[config.mk]
export PLATFORM = sky130hd
export DESIGN_NAME = countdown_timer
export DESIGN_NICKNAME = d
export VERILOG_FILES = /design/src/rtl/countdown_timer.sv
export SDC_FILE = /design/constraint.sdc
export NUM_CORES = 1
export LEC_CHECK = 0
export ABC_AREA = 1
export BUFFER_PORTS_ARGS = -buffer_cell sky130_fd_sc_hd__buf_2
export CAP_MARGIN = 20
export CORE_MARGIN = 3
export CORE_UTILIZATION = 58
export DETAILED_ROUTE_END_ITERATION = 10
export PLACE_DENSITY = 0.79
export SETUP_SLACK_MARGIN = 0.05
export SLEW_MARGIN = 20
export SYNTH_ARGS = -nofsm -noshare
export SYNTH_HDL_FRONTEND = slang
export SYNTH_SLANG_ARGS = --single-unit
[constraint.sdc]
create_clock -name CLK2 -period 2.47 [get_ports CLK2]
set_input_delay 0.247 -clock CLK2 [delete_from_list [all_inputs] [get_ports CLK2]]
set_output_delay 0.247 -clock CLK2 [all_outputs]
set_load 0.01 [all_outputs]
[src/rtl/countdown_timer.sv]
// countdown_timer: MM:SS BCD countdown on the 2 Hz tick with set, pause, expiry flag and 1 Hz blink
module countdown_timer (
   input  logic       CLK2,
   input  logic       RESET,
   input  logic       ADJ,
   input  logic       SEL,
   input  logic       START,
   input  logic       PAUSE,
   output logic [3:0] d0,
   output logic [3:0] d1,
   output logic [3:0] d2,
   output logic [3:0] d3,
   output logic       done,
   output logic       blank
);
   typedef enum logic [1:0] {SET, RUN, HOLD, EXPIRED} state_t;
   state_t      state;
   logic        phase;
   logic        start_q;
   logic        start_rise;
   logic        is_zero;
   logic [15:0] dec;
   logic [7:0]  inc_sec;
   logic [7:0]  inc_min;
   // one-second BCD borrow chain and 00..59 field increments
   always_comb begin
      start_rise = START & ~start_q;
      is_zero    = {d3, d2, d1, d0} == 16'h0000;
      dec[3:0]   = d0 != 4'd0 ? d0 - 4'd1 : 4'd9;
      dec[7:4]   = d0 != 4'd0 ? d1 : (d1 != 4'd0 ? d1 - 4'd1 : 4'd5);
      dec[11:8]  = (d0 != 4'd0 || d1 != 4'd0) ? d2 : (d2 != 4'd0 ? d2 - 4'd1 : 4'd9);
      dec[15:12] = (d0 == 4'd0 && d1 == 4'd0 && d2 == 4'd0) ? d3 - 4'd1 : d3;
      inc_sec    = d0 == 4'd9 ? {d1 == 4'd5 ? 4'd0 : d1 + 4'd1, 4'd0} : {d1, d0 + 4'd1};
      inc_min    = d2 == 4'd9 ? {d3 == 4'd5 ? 4'd0 : d3 + 4'd1, 4'd0} : {d3, d2 + 4'd1};
   end
   // mode FSM with registered digits and flags; phase halves the 2 Hz tick into seconds
   always_ff @(posedge CLK2) begin
      if (RESET) begin
         state             <= SET;
         {d3, d2, d1, d0}  <= 16'h0000;
         phase             <= 1'b0;
         done              <= 1'b0;
         blank             <= 1'b0;
         start_q           <= 1'b0;
      end else begin
         start_q <= START;
         case (state)
            SET:
               if (ADJ) begin
                  if (SEL) {d1, d0} <= inc_sec;
                  else     {d3, d2} <= inc_min;
               end else if (start_rise && !is_zero) begin
                  state <= RUN;
                  phase <= 1'b0;
               end
            RUN:
               if (PAUSE) state <= HOLD;
               else if (!phase) phase <= 1'b1;
               else begin
                  phase            <= 1'b0;
                  {d3, d2, d1, d0} <= dec;
                  if (dec == 16'h0000) begin
                     state <= EXPIRED;
                     done  <= 1'b1;
                     blank <= 1'b0;
                  end
               end
            HOLD:
               if (!PAUSE) state <= RUN;
               else if (ADJ) state <= SET;
            EXPIRED:
               if (start_rise || ADJ) begin
                  state <= SET;
                  done  <= 1'b0;
                  blank <= 1'b0;
               end else blank <= ~blank;
         endcase
      end
   end
endmodule

Yosys cells after proc, flatten, opt, wreduce, memory -nomap -nowiden
Index checks and enable logic that the tools add are counted.
- word-level logic and storage cells: 120
- flip-flop bits (word level): 22
- add/subtract/negate cells: 8
- reduce and logical (&&, ||, !) cells: 25
- equal/unequal tests: 21
- muxes and demuxes: 54
- bitwise gates (word level): 3
- operators by type and width (cell ; count):
    2-to-1 mux 4 bit ; 24
    zero test 16 bit ; 2
    one-hot mux 4 bit (2 select lines) ; 4
    != test 2 bit, second input constant ; 11
    AND reduction 6 bit ; 3
    adder 4 x 1 -> 4 bit, second input constant ; 4
    2-to-1 mux 2 bit ; 8
    2-to-1 mux 8 bit ; 2
    subtractor 4 x 1 -> 4 bit, second input constant ; 4
    AND reduction 5 bit ; 3
    zero test 4 bit ; 3
    2-to-1 mux 1 bit ; 12
    nonzero test 4 bit ; 3
    != test 3 bit, second input constant ; 3
    == test 4 x 3 -> 1 bit, second input constant ; 2
    == test 4 bit, second input constant ; 2
    one-hot mux 2 bit (4 select lines) ; 1
    AND reduction 4 bit ; 2
    one-hot mux 1 bit (2 select lines) ; 3
    == test 2 bit, second input constant ; 2
    nonzero test 2 bit ; 2
    logical AND 1 bit ; 3
    == test 2 x 1 -> 1 bit, second input constant ; 1
    zero test 2 bit ; 1
    other kinds (4) ; 6

Longest topological paths before layout
- depth in word-level cells: 9
- mapped depth: 16
- mapped depth without buffers: 16

Worst setup path before layout
Ideal clock, no wire load.
- path type: reg-to-reg
- start point: reg d1[0]
- end point: reg state[0]
- slack: 604 ps
- clock period less this slack: 1866 ps
- library setup time: 115 ps
- data arrival time: 1751 ps
- path buffers: 0
- cell stages (with the launch flop): 16
- cells stage by stage: dfxtp_1 inv_1 ha_1 nand3_2 nor2_8 nand2_4 nand2_2 nand2_1 nor2_1 nand2_1 nor2_2 nand2_2 nand2_2 nand3_1 nand2_1 nor2_1
- word-level cells in the longest chain between the ends: 7
- elaborated cells on any way between the ends: 17
- classes of those cells: 1 x add/sub; 2 x eq/ne; 4 x mux; 10 x reduce/logical
- RTL lines (element ; RTL line ; source):
    start: declaration ; 10 ; output logic [3:0] d1,
    start signal: assignment ; 50 ; if (SEL) {d1, d0} <= inc_sec;
    branches (longest 6 deep; another with subtractor 4 x 1 -> 4 bit) ; -- ;
    AND reduction 6 bit (no source line) * ; -- ;
    end signal: assignment ; 39 ; state <= SET;
    end signal: assignment ; 63 ; state <= EXPIRED;
    end signal: assignment ; 69 ; if (!PAUSE) state <= RUN;
    end: declaration ; 17 ; state_t state;
Mark *: on every way between the ends.
A chain may end at the register's enable or synchronous reset.

Worst setup path in the final report
- start point: reg d1[0]
- end point: reg blank
- word-level cells in the longest chain between the ends: 7
- elaborated cells on any way between the ends: 13
- classes of those cells: 1 x add/sub; 1 x eq/ne; 4 x mux; 7 x reduce/logical
- RTL lines (element ; RTL line ; source):
    branches (longest 4 deep; another with subtractor 4 x 1 -> 4 bit) ; -- ;
    zero test 16 bit * ; 62 ; if (dec == 16'h0000) begin
    != test 2 bit (no source line) * ; -- ;
    AND reduction 4 bit (no source line) * ; -- ;
    end signal: assignment ; 76 ; end else blank <= ~blank;
    end: declaration ; 14 ; output logic blank
Marked as above.

==> out/metrics.csv <==
stage,metric,value,unit
status,outcome,finished clean,
setup_path,critical_path.cell_chain,"inv_1, ha_1, nand2_1, nor2_1, nand3_2, o21ai_1, nand3_1, nor2_1, nand2_2, nand2_1, nand3_1, nand2_1, nor2_1",
timing,fin_skew,2.74,ps
placement,io_buffers,23,
placement,dp_hpwl,3.22,mm
timing,fin_crit_sh,84.1,%
power_and_ir_drop,leakage,0.909,nW
routing,wl_per_cell,13.2,um
die,die_y,61.5,um
setup_path,crit_path_end_kind,flop,
setup_path,crit_type,reg -> reg,
synthesis,synth_area,1790,um^2
clock_network,cts_root_buf,clkbuf_4,
timing,finalSetupTns,0,ps
routing,ant_nets,0,
synthesis,ys_warn_count,0,
global_routing,grt_use_total,25.2,%
die,ios,24,
timing,worst_pin_slew,464,ps
power_and_ir_drop,p_per_area,1250,nW/um^2
layout,num_antenna_cells,0,
setup_path,cp_top_family,simple AND/OR/NAND/NOR gates,
global_routing,grt_pass1_wl,7.29,mm
timing,hold_viol_final,0,
placement,post_dp_cell_area,1930,um^2
timing,rsz0062_at_grt,no,
clock_network,clk_pin_slew,120,ps
synthesis,synth_edf_count,0,
timing,slew_violations,0,
clock_network,clock_sink_count,22,
synthesis,syn_avg_cell_area,6.50,um^2
clock_network,cts.htree.levels,1,
die,start_util,62.7,%
setup_path,crit_buf_inv,1,
layout,area_delta_synth_final,9.45,%
placement,post-place-ws,433,ps
synthesis,synth_nets,289,
clock_network,cts_hold_buf,0,
clock_network,numCtsBuffers,3,
die,num_rows,19,
global_routing,antenna_found_initial,0,
setup_path,cp-start-kind,flop,
synthesis,netlist_instances,275,
routing,via_per_inst,5.78,
setup_path,crit_start,d1[0],
timing,fmax,481,MHz
synthesis,synth_seq_cells,22,
routing,dr_total_vias,1902,
timing,fin_ws,392,ps
routing,wl,4.34,mm
flow_run,max_cap_violations,0,
routing,drc,0,
hold_path,min_from,START,
timing,fin_crit,2080,ps
global_routing,grt_pass1_vias,1579,
setup_path,crit_required,2690,ps
die,core_area,2850,um^2
hold_path,hp-class,in -> reg,
placement,routabilityCongestion,0.907,
layout,fin_area,1960,um^2
die,dieArea,3780,um^2
routing,drt-pass1-iter-count,5,
die,die_w,61.5,um
setup_path,slowest_delay,390,ps
timing,setup_violations,0,
synthesis,synthDistinctLibCells,36,
clock_network,ctsResizeCount,0,
synthesis,seq_area_frac_synth,24.6,%
synthesis,async_flop_share,0,%
timing,slew_headroom,69.0,%
setup_path,r2r-start,d1[0],
power_and_ir_drop,ir_worst_vdd,0.000747,V
synthesis,ys.flop_type,dfxtp_1,
setup_path,cp_data_arrival_time,2300,ps
layout,nNetsFinal,314,
clock_network,clk_latency,310,ps
routing,first_iter_violations,177,
global_routing,grt_max_degree,19,
clock_network,tritoncts,yes,
setup_path,worst_path_max_delay_cell,dfxtp_1,
global_routing,overflow,0,
layout,drive_gt1_share,19.1,%
clock_network,clock_path_buffers,2,
layout,final_core_util,68.6,%
clock_network,postCtsSetupBuffers,0,
setup_path,crit_path_max_fanout,6,
## cells by family after synthesis
group | count (synthesis) | synth area share, %
simple gates | 135 | 36.5
compound gates | 65 | 22.6
buf+inv | 41 | 8.68
flops | 22 | 24.6
fa+ha+maj | 8 | 5.60
xor+xnor | 4 | 1.96
## synthesized netlist by cell type, types with 3 or more instances
cell      number  area share (%)
a31oi_1        5             1.7
clkbuf_1       4            0.84
nand3_1       23             6.4
nor2_2         3             1.0
nand2_1       52              11
o21ai_1        5             1.4
xor2_1         4             2.0
a21oi_1       19             5.3
nand4_1        3             1.0
inv_1         31             6.5
a221oi_1       4             2.0
nor2_4         4             2.5
nor3_1         4             1.1
o21ai_0       19             5.3
ha_1           8             5.6
inv_2          5             1.0
dfxtp_1       22              25
nor2_1        33             6.9
nand2_2        5             1.7
## path summary, 6_finish.rpt
kind,cells after the start,slack (ps),end
worst max-delay path,13,390,blank
worst min-delay path,3,150,start_q
worst max register to register,13,390,blank
worst min register to register,2,490,done
## per-layer routing
metal  vias to the layer above  share of wire (%)  global-route usage (%)
met2                        84                 41                    36.5
met1                       832                 50                    38.8
met4                         0               0.92                    6.36
met5                         -                  0                       0
met3                         5                7.8                    3.35
li1                        981                  -                       -
## registers in the layout, indices dropped and copies added, names as in the netlist
register  count
d3            4
d0            4
start_q       1
d2            4
state         2
done          1
d1            4
phase         1
blank         1
## cells in the final DEF, fill, tap and decap left out, drive strengths merged, types with 2 or more instances in the layout
cell,n
nand2,59
nor2,41
inv,36
o21ai,26
nand3,25
buf,24
dfxtp,22
a21oi,21
ha,8
a31oi,5
nor3,5
a221oi,4
xor2,4
nand4,3
clkbuf,3
o221ai,2
o2111ai,2
## metrics by stage
stage	power [mW]	cells	hold slack, ps
final	2.45	329	153
after global routing	2.70	329	181
after CTS	2.43	329	157
after detailed placement	2.25	326	463
after global placement	2.25	326	454
after floorplan	1.89	275	326
## tightest hold or removal path, stage by stage
cell	delay, ps
buf_2	70
inv_1	50
nor2_1	70
## final cells by class
class	count	area, um^2
clock buffer	3	22.5
tap	31	38.8
multi-input combinational	212	1190
fill	265	896
sequential	22	440
inverter	37	140
timing repair buffer	24	123
## where the power goes
part	leakage [nW]	internal [mW]	total, mW	switching (mW)
registers	0.180	0.453	0.606	0.153
logic	0.715	0.574	1.68	1.10
clock network	0.0138	0.0571	0.170	0.113
total	0.909	1.08	2.45	1.37
(Power assumes the default switching activity.)
